File: config.mk
export PLATFORM = sky130hd
export DESIGN_NAME = bgsub_frame_ctrl
export DESIGN_NICKNAME = d
export VERILOG_FILES = /design/src/rtl/bgsub_frame_ctrl.sv
export SDC_FILE = /design/constraint.sdc
export NUM_CORES = 1
export LEC_CHECK = 0
export ABC_AREA = 1
export CORE_MARGIN = 8
export CORE_UTILIZATION = 51
export CTS_CLUSTER_SIZE = 24
export DETAILED_ROUTE_END_ITERATION = 8
export GPL_TIMING_DRIVEN = 0
export PLACE_DENSITY = 0.74
export SLEW_MARGIN = 10
export SYNTH_ARGS = -nofsm -noshare
export SYNTH_HDL_FRONTEND = slang
export SYNTH_SLANG_ARGS = --single-unit
File: constraint.sdc
create_clock -name clk -period 2.15 [get_ports clk]
set_clock_uncertainty 0.1 [all_clocks]
set_input_delay 0.43 -clock clk [delete_from_list [all_inputs] [get_ports clk]]
set_output_delay 0.43 -clock clk [all_outputs]
set_load 0.02 [all_outputs]
File: src/rtl/bgsub_frame_ctrl.sv
// Frame sequencer for background subtraction: settles after a capture request, records one
// background frame, then replays the buffer address stream while the mask path is live.
module bgsub_frame_ctrl #(
    parameter int WIDTH         = 800,
    parameter int HEIGHT        = 600,
    parameter int SETTLE_FRAMES = 4
) (
    input  logic        clk,
    input  logic        rst_n,
    input  logic        i_capture,
    input  logic        VS_negedge,
    input  logic        i_pix_valid,
    output logic        o_dsp_en,
    output logic        o_bg_wr,
    output logic        o_bg_rd,
    output logic [18:0] o_addr,
    output logic        o_mask_en,
    output logic        o_capture_done,
    output logic        o_overrun,
    output logic [2:0]  o_state
);

    localparam logic [18:0] LAST        = 19'(WIDTH * HEIGHT - 1);
    localparam logic [3:0]  SETTLE_LAST = 4'(SETTLE_FRAMES - 1);

    typedef enum logic [2:0] {
        S_IDLE    = 3'd0,
        S_SETTLE  = 3'd1,
        S_CAPTURE = 3'd2,
        S_RUN     = 3'd3
    } state_t;

    state_t      state_q, state_d;
    logic [18:0] addr_q, addr_d;
    logic [3:0]  settle_q, settle_d;
    logic        sat_q, sat_d;
    logic        done_q, done_d;
    logic        ovr_q, ovr_d;
    logic        mask_q;

    always_ff @(posedge clk or negedge rst_n) begin
        if (!rst_n) begin
            state_q  <= S_IDLE;
            addr_q   <= '0;
            settle_q <= '0;
            sat_q    <= 1'b0;
            done_q   <= 1'b0;
            ovr_q    <= 1'b0;
            mask_q   <= 1'b0;
        end else begin
            state_q  <= state_d;
            addr_q   <= addr_d;
            settle_q <= settle_d;
            sat_q    <= sat_d;
            done_q   <= done_d;
            ovr_q    <= ovr_d;
            mask_q   <= (state_d == S_RUN);
        end
    end

    always_comb begin
        state_d  = state_q;
        addr_d   = addr_q;
        settle_d = settle_q;
        sat_d    = sat_q;
        done_d   = 1'b0;
        ovr_d    = ovr_q;
        o_dsp_en = 1'b0;
        o_bg_wr  = 1'b0;
        o_bg_rd  = 1'b0;
        o_addr   = VS_negedge ? 19'd0 : addr_q;

        case (state_q)
            S_IDLE: begin
                if (i_capture) begin
                    state_d  = S_SETTLE;
                    settle_d = '0;
                    ovr_d    = 1'b0;
                    addr_d   = '0;
                    sat_d    = 1'b0;
                end
            end
            S_SETTLE: begin
                if (VS_negedge) begin
                    if (settle_q == SETTLE_LAST) begin
                        // This strobe opens the capture frame, so a coincident pixel is stored at 0.
                        state_d  = S_CAPTURE;
                        o_dsp_en = i_pix_valid;
                        o_bg_wr  = i_pix_valid;
                        addr_d   = i_pix_valid ? 19'd1 : 19'd0;
                    end else begin
                        settle_d = settle_q + 4'd1;
                    end
                end
            end
            S_CAPTURE: begin
                o_dsp_en = i_pix_valid;
                o_bg_wr  = i_pix_valid;
                if (VS_negedge) begin
                    ovr_d  = 1'b1;
                    addr_d = i_pix_valid ? 19'd1 : 19'd0;
                end else if (i_pix_valid) begin
                    if (addr_q == LAST) begin
                        state_d = S_RUN;
                        done_d  = 1'b1;
                        addr_d  = '0;
                        sat_d   = 1'b0;
                    end else begin
                        addr_d = addr_q + 19'd1;
                    end
                end
            end
            S_RUN: begin
                o_dsp_en = i_pix_valid;
                // Once the frame has run past LAST the buffer read is suppressed until the next VS.
                o_bg_rd  = i_pix_valid && (VS_negedge || !sat_q);
                if (i_capture) begin
                    state_d  = S_SETTLE;
                    settle_d = '0;
                    ovr_d    = 1'b0;
                    addr_d   = '0;
                    sat_d    = 1'b0;
                end else if (VS_negedge) begin
                    addr_d = i_pix_valid ? 19'd1 : 19'd0;
                    sat_d  = 1'b0;
                end else if (i_pix_valid) begin
                    if (addr_q == LAST) begin
                        sat_d = 1'b1;
                    end else begin
                        addr_d = addr_q + 19'd1;
                    end
                end
            end
            default: begin
                state_d = S_IDLE;
            end
        endcase
    end

    assign o_mask_en      = mask_q;
    assign o_capture_done = done_q;
    assign o_overrun      = ovr_q;
    assign o_state        = state_q;

endmodule

==> results of run 1 <==
==> through the flow <==
step | util | TNS (ns) | total power, mW | setup slack [ns] | hold slack (ns)
finish | 0.648 | 0 | 1.58 | 0.0445 | 0.0816
global route | 0.648 | -0.0435 | 1.64 | -0.0208 | 0.140
CTS | 0.639 | 0 | 1.56 | 0.00547 | 0.112
detailed placement | 0.614 | -8.35 | 0.995 | -0.528 | 0.368
global placement | 0.615 | -8.58 | 0.992 | -0.467 | 0.363
floorplan | - | 0 | 0.895 | 0.207 | 0.0344
==> Yosys cell counts (2+ instances only) <==
cell type / instances / share of area
nor2_1: 56 / 0.091
xor2_1: 3 / 0.011
dfrtp_1: 30 / 0.33
nand3_2: 4 / 0.017
nand2_4: 4 / 0.020
o21ai_2: 2 / 0.0076
nand4_1: 21 / 0.057
nor3_1: 5 / 0.011
a21oi_2: 8 / 0.030
nand3_1: 25 / 0.054
nor2_4: 4 / 0.020
a21oi_1: 3 / 0.0065
inv_1: 42 / 0.068
buf_6: 2 / 0.0098
nand2_1: 75 / 0.12
o21ai_0: 10 / 0.022
a211oi_1: 2 / 0.0065
inv_2: 5 / 0.0081
ha_1: 2 / 0.011
nor3_2: 2 / 0.0087
nand2_2: 3 / 0.0081
nor2_2: 4 / 0.011
==> sequential cells by signal, summed over array words and instances (netlist names) <==
signal and flops:
o_capture_done 1, addr_q 19, o_overrun 1, sat_q 1, settle_q 4, o_state 3
o_mask_en 1
==> power groups by stage <==
stage	Combinational, mW	Sequential (mW)	Clock, mW
2_1_floorplan	0.249	0.646	0
3_3_place_gp	0.351	0.641	0
3_5_place_dp	0.354	0.641	0
4_1_cts	0.367	0.632	0.565
5_1_grt	0.419	0.636	0.590
6_report	0.384	0.632	0.566
==> worst max-delay path: cells and delay by family <==
family | cells | cell delay, ns
buffers and inverters | 3 | 0.99
and+or+nand+nor | 1 | 0.16
==> how the worst min path moves through the flow <==
| stage | slack, ns | startpoint | endpoint | cells after the start |
|---|---|---|---|---|
| 5_1_grt | 0.14 | rst_n | addr_q[11]$_DFFE_PN0P_ | 1 |
| 6_report | 0.08 | rst_n | addr_q[11]$_DFFE_PN0P_ | 1 |
| 4_1_cts | 0.11 | rst_n | addr_q[18]$_DFFE_PN0P_ | 1 |
| 2_1_floorplan | 0.03 | rst_n | addr_q[0]$_DFFE_PN0P_ | 0 |
| 3_3_place_gp | 0.36 | sat_q$_DFFE_PN0P_ | sat_q$_DFFE_PN0P_ | 2 |
| 3_5_place_dp | 0.37 | sat_q$_DFFE_PN0P_ | sat_q$_DFFE_PN0P_ | 2 |
==> logic make-up after synthesis <==
logic type | count (synthesis) | synth area share
multiplexers | 1 | 0.00435
XOR/XNOR | 4 | 0.0152
other | 1 | 0.00163
AO/OA/AOI/OAI | 29 | 0.0858
adder cells (fa/ha/maj) | 2 | 0.0109
buffers and inverters | 56 | 0.108
AND/OR/NAND/NOR | 207 | 0.448
flip-flops | 30 | 0.326
==> layer usage <==
layer	GRT usage	vias up	part of all wire
li1	-	1145	-
met5	0	-	0
met1	0.232	1054	0.46
met4	0.0527	0	0.012
met2	0.269	94	0.46
met3	0.0488	8	0.067
==> cell type report <==
class                           count  area share
Sequential cell                    30       0.267
Buffer                              7      0.0231
Inverter                           49      0.0661
Clock buffer                        8      0.0390
Multi-Input combinational cell    244       0.470
Tap cell                           52      0.0231
Timing Repair Buffer               35       0.112
==> what timing repair did <==
item	in CTS	in global routing
buffers inserted	1	3
setup endpoints to repair	22	24
resized for setup	28	8
pin swaps	1	1
==> qor.csv, run 1 <==
stage,metric,value,unit
status,outcome,"complete, no violations",
final_layout,Post-Layout Cell Count,425,
clocking,clk buf depth,2,
timing,max_slew headroom,0.527,
floorplan,Die Width,83.2,um
synth,syn avg cell area,6.98,sq um
worst_setup_path,CP startpoint,VS_negedge,
timing,fin. max-slew vios,0,
pwr,Clock Power Share,0.358,
grt,GR Util All Layers,0.175,
synth,sequential area share after synthesis,0.326,
synth,post-synth design cell area,2300,sq um
pwr,Psw,519,uW
worst_setup_path,reg-to-reg critical path endpoint,addr_q[15]$_DFFE_PN0P_,
synth,ys async rst share,1.00,
final_layout,"commonest non-fill, non-tap cell in the layout",nand2_1,
placement,Final Wtd Congestion,0.975,
floorplan,core area,4350,sq um
drt,drt via density,5.41,
job,maximum capacitance violations,0,
grt,first-pass GRT wire length,10200,um
worst_setup_path,critical path arrival,1.58,ns
worst_setup_path,Critical Path Sink Type,primary output,
pwr,Seq pwr share,0.400,
synth,synthesized flop and latch total,30,
drt,initial DRC count,181,
final_layout,fin area,2820,sq um
floorplan,die area,6920,sq um
drt,Post-Route WL,6120,um
pwr,combinational fraction of design power,0.243,
grt,initial antenna violation count,0,
timing,Final Hold Viols,0,
synth,Synth Net Count,337,
synth,"Distinct cells, synth",40,
pwr,P_leak,1.40,nW
timing,"Period Utilization, post-route",0.979,
final_layout,Ant. Diodes,0,
final_layout,most frequent cells in the layout,"nand2_1, nor2_1, inv_1, dfrtp_1, nand3_1",
clocking,CTS tree,built,
final_layout,Total Nets Final,379,
clocking,clk_lat worst skew,0.30,ns
worst_setup_path,FF-to-FF Start,addr_q[0]$_DFFE_PN0P_,
pwr,switching share of power,0.328,
final_layout,area delta synth->final,22.4,%
timing,worst slew pin tran,0.710,ns
timing,Setup Viol. Count Final,0,
worst_setup_path,Worst EP required,1.62,ns
final_layout,FF+latch area,752,sq um
clocking,# H-tree levels,2,
floorplan,# IOs,33,
pwr,P_int,1.06,mW
synth,number of flops mapped to enable cells by yosys,0,
timing,RSZ-0062 raised after global routing,true,
worst_setup_path,worst-path fanout max,10,
grt,vias in the first global route,2159,
placement,placed inst area,2670,sq um
worst_setup_path,CP Class,input port to primary output,
final_layout,share of layout cells above drive strength 1,0.180,
worst_setup_path,Setup crit end,o_addr[4],
drt,Final ANT Viol Nets,0,
timing,crit path time final,2.11,ns
synth,most common flop cell mapped by yosys,dfrtp_1,
placement,Port Buf Inserts,31,
floorplan,Die H,83.2,um
drt,first drt pass iteration count,5,
timing,Max Fclk,0.475,GHz
pwr,Max VDD drop,0.455,mV
clocking,clock sinks,30,
worst_setup_path,CP peak stage delay,0.62,ns
clocking,# hold bufs at CTS,0,
final_layout,filler cell count,379,
floorplan,row count,24,
grt,gr ovfl total,0,
synth,Post-Syn Instances,330,
pwr,PD cells,561,nW/um^2
worst_setup_path,Crit-path slowest cell,clkdlybuf4s50_1,
clocking,"CTS clk-pin slew, worst paths",0.08,ns
placement,placed insts,413,
floorplan,starting density of the core,0.529,
grt,largest net degree at the start of global routing,31,
clocking,CTS buffer count,5,
synth,Yosys warning total,0,
worst_setup_path,Reg2Reg Depth,10,
worst_setup_path,R2R Setup Slk,0.18,ns
worst_hold_path,Hold Path Class,input port to async pin,
placement,DPL Wire Length,4480,um
worst_setup_path,crit path cell chain,buf_4 > clkbuf_2 > nor2_1 > clkdlybuf4s50_1,
drt,routed length per instance,14.4,um
final_layout,area occupied by multi-input gates,1330,sq um
drt,vias post-DR,2301,
clocking,CTS Root Cell,clkbuf_8,
drt,drt drc,0,
worst_setup_path,crit path launch type,input port,
No activity file was read; power rests on OpenSTA's default activity.
==> run 2, diff against run 1 <==
Settings changed: CORE_ASPECT_RATIO set to 0.5, PLACE_DENSITY 0.74 to not set, PLACE_DENSITY_LB_ADDON set to 0.25.
==> run 2 against run 1 <==
Routed wire length increased by 3.1%. Total power decreased by 7.2%. Utilization decreased by 1.3 points. Critical endpoint is now o_dsp_en. First-iteration DRC count decreased by 12%. Clock power decreased by 19%.
==> qor.csv, run 2 (synthesis results as in run 1) <==
stage,metric,value,unit,change
timing,RSZ-0062 raised after global routing,true,,
final_layout,Top reg by flops,addr_q,,
grt,vias in the first global route,2275,,+5.4%
grt,GR Util All Layers,0.176,,+0.000886
drt,routed length per instance,14.8,um,+2.9%
timing,Max Fclk,0.478,GHz,+0.70%
drt,drt via density,5.53,,+2.1%
status,outcome,"complete, no violations",,
worst_setup_path,"CP delay by family, top",flip-flops,,
worst_setup_path,critical path arrival,1.56,ns,-0.02 ns
drt,drt drc,0,,unchanged
grt,first-pass GRT wire length,10600,um,+3.5%
grt,largest net degree at the start of global routing,31,,unchanged
clocking,clk_lat worst skew,0.28,ns,-0.02 ns
grt,initial antenna violation count,0,,unchanged
floorplan,Die H,63.5,um,-24%
final_layout,Total Nets Final,377,,-0.53%
final_layout,share of layout cells above drive strength 1,0.176,,-0.00347
timing,crit path time final,2.09,ns,-0.0147 ns
timing,fin. max-slew vios,0,,unchanged
final_layout,area delta synth->final,20.8,%,
clocking,clock sinks,30,,unchanged
timing,Min Hold Slack,0.0944,ns,+0.0129 ns
clocking,# H-tree levels,2,,unchanged
floorplan,Die Width,111,um,+33%
drt,first drt pass iteration count,6,,+1
worst_setup_path,CP Class,register to primary output,,
clocking,CTS buffer count,5,,unchanged
pwr,Max VDD drop,0.376,mV,-17%
worst_setup_path,CP peak stage delay,0.45,ns,-0.17 ns
pwr,Psw,489,uW,-5.7%
placement,DPL Wire Length,4730,um,+5.5%
pwr,P_leak,1.35,nW,-3.7%
worst_setup_path,Crit-path slowest cell,dfrtp_2,,
drt,vias post-DR,2356,,+2.4%
timing,Setup Viol. Count Final,0,,unchanged
final_layout,most frequent cells in the layout,"nand2_1, nor2_1, inv_1, dfrtp_1, nand3_1",,
floorplan,row count,17,,-29%
drt,initial DRC count,159,,-12%
pwr,Seq pwr share,0.433,,+0.033
drt,Final ANT Viol Nets,0,,unchanged
timing,worst slew pin tran,0.705,ns,-0.00496 ns
pwr,switching share of power,0.333,,+0.00528
floorplan,core area,4380,sq um,+0.63%
placement,Port Buf Inserts,31,,unchanged
clocking,CTS Root Cell,clkbuf_8,,
clocking,CTS tree,built,,
clocking,"CTS clk-pin slew, worst paths",0.06,ns,-0.02 ns
grt,gr ovfl total,0,,unchanged
placement,Final Wtd Congestion,0.921,,-5.5%
worst_setup_path,Worst EP required,1.62,ns,about the same
floorplan,starting density of the core,0.526,,-0.00332
pwr,PD cells,527,nW/um^2,-5.9%
worst_setup_path,Critical Path Sink Type,primary output,,
floorplan,die area,7050,sq um,+1.9%
timing,max_slew headroom,0.530,,+0.00330
worst_setup_path,worst-path fanout max,6,,-4
pwr,combinational fraction of design power,0.255,,+0.012
drt,Post-Route WL,6310,um,+3.1%
clocking,clk buf depth,2,,unchanged
final_layout,utilization after layout,0.635,,-0.0126
final_layout,filler cell count,389,,+2.6%
floorplan,# IOs,33,,unchanged
final_layout,max reg flops,19,,unchanged
worst_setup_path,Buf/Inv on CP,2,,-1
final_layout,"commonest non-fill, non-tap cell in the layout",nand2_1,,
worst_setup_path,crit path cell chain,inv_2 > nand2_2 > nor2_4 > nand3_1 > a21oi_1 > buf_4,,
timing,"Period Utilization, post-route",0.972,,-0.00685
final_layout,Ant. Diodes,0,,unchanged
worst_hold_path,Hold Path Class,input port to async pin,,
pwr,Clock Power Share,0.312,,-0.046
pwr,P_int,979,uW,-7.9%
job,maximum capacitance violations,0,,unchanged
timing,Final Hold Viols,0,,unchanged
worst_setup_path,crit path launch type,register,,
## run 2: changes by cell type in the layout (fill, tap and decap cells not counted), sizes merged
cell	delta
buf	-2
clkbuf	-2
## run 2: worst paths after layout
check,slack [ns],end,depth (start not counted),start
setup / recovery,0.06,o_dsp_en,6,o_state[1]$_DFF_PN0_
min in group clk,0.39,sat_q$_DFFE_PN0P_,2,sat_q$_DFFE_PN0P_
hold / removal,0.09,o_mask_en$_DFF_PN0_,1,rst_n
max in group asynchronous,1.36,o_state[1]$_DFF_PN0_,1,rst_n
setup reg to reg,0.15,addr_q[13]$_DFFE_PN0P_,10,addr_q[0]$_DFFE_PN0P_
hold reg to reg,0.39,sat_q$_DFFE_PN0P_,2,sat_q$_DFFE_PN0P_
## run 2: per-layer routing
| metal | vias up | global-route usage | share of wire |
|---|---|---|---|
| li1 | 1140 | - | - |
| met1 | 1104 | 0.219 | 0.44 |
| met2 | 101 | 0.299 | 0.47 |
| met3 | 11 | 0.0425 | 0.078 |
| met4 | 0 | 0.0478 | 0.011 |
| met5 | - | 0 | 0 |
## run 2: power groups by stage
stage          clock network [mW]  registers [mW]  logic [mW]
3_5_place_dp                    0           0.643       0.357
4_1_cts                     0.463           0.634       0.368
5_1_grt                     0.483           0.639       0.406
6_report                    0.458           0.636       0.374
2_1_floorplan                   0           0.646       0.249
3_3_place_gp                    0           0.640       0.350
## run 2: stage by stage
| step | setup slack (ns) | area [sq um] | TNS [ns] | total power [mW] | instances |
|---|---|---|---|---|---|
| 3_3_place_gp | -0.461 | 2690 | -8.49 | 0.990 | 418 |
| 4_1_cts | 0.0118 | 2760 | 0 | 1.46 | 425 |
| 3_5_place_dp | -0.504 | 2680 | -8.60 | 0.999 | 418 |
| 6_report | 0.0592 | 2780 | 0 | 1.47 | 426 |
| 2_1_floorplan | 0.207 | 2300 | 0 | 0.895 | 330 |
| 5_1_grt | -0.0436 | 2780 | -0.0644 | 1.53 | 426 |
## run 2: worst reg2reg max path, cell delays in order, from the launching register on
cell and delay, ns:
dfrtp_1 0.45, ha_1 0.24, nand3_2 0.15, nor2_4 0.20
nand3_2 0.15, nand2_1 0.13, nand2_4 0.12, nor2_4 0.17
inv_2 0.07, nand2_1 0.06, nor2_1 0.04
## run 2: what timing repair did
item                                    in CTS  in global routing
endpoints found under the setup margin      22                 20
gates resized for setup                     28                  9
pin swaps                                    1                  1
buffers inserted                             1                  1
hold buffers                                 0                  0
## run 2: final cells by class
type / instances / area [sq um] / share of cell area
Clock buffer: 6 / 82.6 / 0.0297
Tap cell: 57 / 71.3 / 0.0256
Sequential cell: 30 / 753 / 0.271
Buffer: 7 / 65.1 / 0.0234
Timing Repair Buffer: 33 / 302 / 0.108
Multi-Input combinational cell: 244 / 1320 / 0.475
Inverter: 49 / 186 / 0.0670
